===== config.mk =====
export PLATFORM = sky130hd
export DESIGN_NAME = serial_word_feeder
export DESIGN_NICKNAME = d
export VERILOG_FILES = /design/src/rtl/serial_word_feeder.sv
export SDC_FILE = /design/constraint.sdc
export NUM_CORES = 1
export LEC_CHECK = 0
export BUFFER_PORTS_ARGS = -buffer_cell sky130_fd_sc_hd__buf_2
export CORE_UTILIZATION = 45
export DETAILED_ROUTE_END_ITERATION = 10
export HOLD_SLACK_MARGIN = 0.1
export PLACE_DENSITY = 0.66
export RECOVER_POWER = 100
export SYNTH_ARGS = -nofsm -noshare
export SYNTH_HDL_FRONTEND = slang
export SYNTH_SLANG_ARGS = --single-unit

===== constraint.sdc =====
create_clock -name clock -period 4.4 [get_ports clock]
set_input_delay 0.88 -clock clock [delete_from_list [all_inputs] [get_ports clock]]
set_output_delay 0.88 -clock clock [all_outputs]
set_load 0.02 [all_outputs]

===== src/rtl/serial_word_feeder.sv =====
// Parallel-to-serial feeder for the 101010 detector: takes WIDTH-bit words over valid/ready
// and emits one registered bit per clock, with a one-word holding register for gapless streaming.
module serial_word_feeder #(
  parameter int WIDTH     = 8,
  parameter bit MSB_FIRST = 1'b1,
  parameter bit IDLE_BIT  = 1'b0
) (
  input  logic             clock,
  input  logic             reset,
  input  logic [WIDTH-1:0] din,
  input  logic             din_valid,
  output logic             din_ready,
  output logic             x_out,
  output logic             bit_valid,
  output logic             last_bit,
  output logic             busy,
  output logic             state_dbg
);

  // Handshake: a word moves on every rising edge where din_valid and din_ready are both 1.
  // din_ready depends only on the registered hold_full flag; the producer may drop din_valid
  // at any time without a transfer.

  localparam int CW = $clog2(WIDTH);
  localparam logic [CW-1:0] LAST = CW'(WIDTH - 1);

  typedef enum logic {IDLE = 1'b0, SHIFT = 1'b1} state_t;

  state_t           state_q, state_n;
  logic [WIDTH-1:0] sh_q, sh_n;
  logic [WIDTH-1:0] hold_q, hold_n;
  logic             hold_full_q, hold_full_n;
  logic [CW-1:0]    cnt_q, cnt_n;
  logic             x_q, x_n;
  logic             bv_q, bv_n;
  logic             lb_q, lb_n;
  logic             load_en;
  logic [WIDTH-1:0] load_word;
  logic [WIDTH-1:0] shifted;
  logic             transfer;
  logic             end_word;

  assign transfer = din_valid & ~hold_full_q;
  assign end_word = (state_q == SHIFT) && (cnt_q == LAST);
  assign shifted  = MSB_FIRST ? {sh_q[WIDTH-2:0], 1'b0} : {1'b0, sh_q[WIDTH-1:1]};

  always_comb begin
    state_n     = state_q;
    sh_n        = sh_q;
    hold_n      = hold_q;
    hold_full_n = hold_full_q;
    cnt_n       = cnt_q;
    load_en     = 1'b0;
    load_word   = din;
    case (state_q)
      IDLE: begin
        if (transfer) load_en = 1'b1;
      end
      SHIFT: begin
        if (end_word) begin
          // Held word wins over a fresh transfer; din_ready is 0 then, so both cannot occur.
          if (hold_full_q) begin
            load_en     = 1'b1;
            load_word   = hold_q;
            hold_full_n = 1'b0;
          end else if (transfer) begin
            load_en = 1'b1;
          end else begin
            state_n = IDLE;
          end
        end else begin
          sh_n  = shifted;
          cnt_n = cnt_q + 1'b1;
          if (transfer) begin
            hold_n      = din;
            hold_full_n = 1'b1;
          end
        end
      end
      default: state_n = IDLE;
    endcase
    if (load_en) begin
      sh_n    = load_word;
      cnt_n   = '0;
      state_n = SHIFT;
    end
    // Outputs are registered copies of what the next state will present.
    x_n  = (state_n == SHIFT) ? (MSB_FIRST ? sh_n[WIDTH-1] : sh_n[0]) : IDLE_BIT;
    bv_n = (state_n == SHIFT);
    lb_n = (state_n == SHIFT) && (cnt_n == LAST);
  end

  always_ff @(posedge clock) begin
    if (reset) begin
      state_q     <= IDLE;
      sh_q        <= '0;
      hold_q      <= '0;
      hold_full_q <= 1'b0;
      cnt_q       <= '0;
      x_q         <= IDLE_BIT;
      bv_q        <= 1'b0;
      lb_q        <= 1'b0;
    end else begin
      state_q     <= state_n;
      sh_q        <= sh_n;
      hold_q      <= hold_n;
      hold_full_q <= hold_full_n;
      cnt_q       <= cnt_n;
      x_q         <= x_n;
      bv_q        <= bv_n;
      lb_q        <= lb_n;
    end
  end

  assign din_ready = ~hold_full_q;
  assign x_out     = x_q;
  assign bit_valid = bv_q;
  assign last_bit  = lb_q;
  assign busy      = (state_q == SHIFT) | hold_full_q;
  assign state_dbg = state_q;

endmodule


==> results.json <==
{
  "fmax_mhz": 397.1,
  "fin_worst_skew_ps": 5.031,
  "p_sw_share_pct": 27.14,
  "syn_inst": 121,
  "synth.distinct_cells": 30,
  "die_w_um": 51.86,
  "nNetsFinal": 145,
  "finalPower_mw": 0.3933,
  "h-tree-depth": 1,
  "first_global_vias": 876,
  "period_needed_ps": 2518,
  "core_area_mm2": 0.002276,
  "path_clk_slew_ps": 120,
  "start_util_pct": 49.15,
  "seq_power_share_pct": 56.7,
  "p_int_mw": 0.2866,
  "synth_area_mm2": 0.001119,
  "synth_area_leaders": "dfxtp_1, mux2i_1, a211oi_1",
  "postSynthAreaPerCell_um2": 9.244,
  "wirelength_mm": 2.238,
  "dp_hpwl_mm": 1.494,
  "status": "finished clean",
  "drtIter0Drc": 18,
  "ys_seq_area_share_pct": 39.37,
  "cts_tree": "built",
  "slew_violations": 0,
  "synth_compound_area_share_pct": 20.13,
  "clockBufferDepth": 2,
  "cts_resized": 0,
  "power_density_mw_per_mm2": 332.3,
  "cp-end-kind": "output pin",
  "rsz0062_at_grt": "no",
  "ir_worst_vdd_v": 0.0003108,
  "grt_pass1_wl_mm": 3.939,
  "drv_cap": 0,
  "yosys.area.top_type": "dfxtp_1",
  "synth_top_area_share_pct": 39.37,
  "numCtsBuffers": 3,
  "p_leak_nw": 0.4683,
  "power.share.clock_pct": 28.2,
  "yosys.area_share.simple_pct": 22.93,
  "synth_top_family_by_area": "simple AND/OR/NAND/NOR gates",
  "n_fill_cell": 230,
  "final_layout_size_suffix_gt1_share_pct": 12.21,
  "cts_setup_buffers": 0,
  "ctsHoldBuffers": 0,
  "wl_per_cell_um": 14.08,
  "io-pin-count": 17,
  "antenna_found_initial": 0,
  "clockRootBuffer": "clkbuf_4",
  "synth_seq_cells": 22,
  "die_y_um": 51.86,
  "drc": 0,
  "area_delta_synth_final_pct": 5.817,
  "min_period_over_period_pct": 57.23,
  "crit_fanout": 23,
  "grt_max_degree": 24,
  "cp-start-kind": "flip-flop",
  "layout_common_cells": "dfxtp_1, nor2_1, buf_2, mux2i_1, a211oi_1",
  "synth_xor_area_share_pct": 0,
  "diodes": 0,
  "viasPerCell": 5.780,
  "row_count": 17,
  "hold_viol_final": 0,
  "setup-tns-final_ps": 0,
  "drtAntennaViolNets": 0,
  "gp_congestion": 0.7302,
  "worstSetupPathType": "flip-flop to output pin",
  "cp.arrival_ps": 1640,
  "final_common_cell": "dfxtp_1",
  "synthMuxAreaShare_pct": 8.054,
  "relSlewSlack_pct": 54.56,
  "p_comb_share_pct": 15.1,
  "port_buffers": 16,
  "tightest_slew_ps": 680.6,
  "yosys_warnings": 0,
  "setup_viol": 0,
  "grt_use_total_pct": 19.91,
  "power_switching_mw": 0.1067,
  "yosys.area_share.adder_pct": 2.237,
  "grt_overflow": 0,
  "hold_class": "flip-flop to flip-flop",
  "synthesis.nets": 134,
  "die-area_mm2": 0.002689,
  "clk_latency_ps": 310,
  "first_pass_iters": 4,
  "cp.required_ps": 3520,
  "num_vias": 919,
  "cts.sinks": 22
}
-- final timing paths --
path | startpoint | end | slack (ps) | cells after the start
max | bit_valid$_SDFF_PP0_ | busy | 1880 | 3
min reg2reg | cnt_q[1]$_SDFF_PP0_ | cnt_q[1]$_SDFF_PP0_ | 470 | 2
max reg2reg | cnt_q[0]$_SDFF_PP0_ | hold_q[3]$_SDFFE_PP0P_ | 2370 | 5
min | cnt_q[1]$_SDFF_PP0_ | cnt_q[1]$_SDFF_PP0_ | 470 | 2
-- flip-flops by register name, indices dropped and copies added, names as in the netlist --
register / count
cnt_q: 3
sh_q: 7
hold_full_q: 1
last_bit: 1
bit_valid: 1
hold_q: 8
x_out: 1
-- metal layers --
layer | vias to the layer above | track usage, % | routed length, um
met5 | - | 0 | 0
met4 | 0 | 4.054 | 29
met3 | 4 | 6.140 | 96
met2 | 21 | 33.76 | 975
met1 | 429 | 24.55 | 1136
li1 | 465 | - | -
-- critical path, stage by stage (launching register included) --
cell and delay, ps:
dfxtp_1 780, inv_1 210, nand2_1 110, clkbuf_1 230
-- cell usage after synthesis --
| library cell | n |
|---|---|
| o21ai_2 | 1 |
| buf_4 | 3 |
| mux2i_1 | 9 |
| dfxtp_1 | 22 |
| o21ai_1 | 3 |
| buf_2 | 2 |
| ha_1 | 2 |
| nand2_1 | 5 |
| nand3_1 | 7 |
| o21ai_0 | 3 |
| a32oi_1 | 1 |
| clkbuf_1 | 2 |
| and2b_1 | 6 |
| and4bb_2 | 1 |
| inv_1 | 2 |
| nor2b_1 | 2 |
| and3_1 | 7 |
| a211oi_1 | 7 |
| nor2b_4 | 1 |
| a22oi_1 | 1 |
| a21oi_1 | 6 |
| or2b_1 | 1 |
| a211oi_2 | 1 |
| o211ai_1 | 2 |
| o21bai_1 | 1 |
| nand4bb_1 | 1 |
| nor2_1 | 10 |
| nand2b_1 | 3 |
| buf_6 | 3 |
| a311oi_1 | 6 |
-- kinds of logic (layout without fill, tap and decap cells) --
family | Yosys count | count (layout)
fa+ha+maj | 2 | 2
flops | 22 | 22
simple gates | 44 | 44
buf+inv | 12 | 22
compound gates | 32 | 32
mux | 9 | 9
-- power by group through the flow --
stage | sequential (mW) | clock, mW | combinational, mW
2_1_floorplan | 0.222 | 0 | 0.0531
3_3_place_gp | 0.227 | 0 | 0.0603
3_5_place_dp | 0.227 | 0 | 0.0612
4_1_cts | 0.222 | 0.116 | 0.0613
5_1_grt | 0.225 | 0.122 | 0.0669
6_report | 0.223 | 0.111 | 0.0595
-- layout make-up --
type                            count  area (um^2)  area share (%)
Clock buffer                        4        36.28           3.066
Inverter                            2        7.507          0.6342
Multi-Input combinational cell     87        591.8           50.00
Sequential cell                    22        440.4           37.21
Tap cell                           28        35.03           2.960
Timing Repair Buffer               16        72.57           6.131
-- stage by stage --
step	utilization [%]	hold WS [ps]	area, um^2	std cells	setup slack [ps]
2_1_floorplan	-	439.2	1119	121	2575
4_1_cts	52.56	479.3	1196	159	1968
5_1_grt	52.01	502.5	1184	159	1711
6_report	52.01	474.9	1184	159	1882
3_5_place_dp	50.96	461.9	1160	155	2324
3_3_place_gp	50.96	446.5	1160	155	2381
Power figures use the tool's default switching activity.
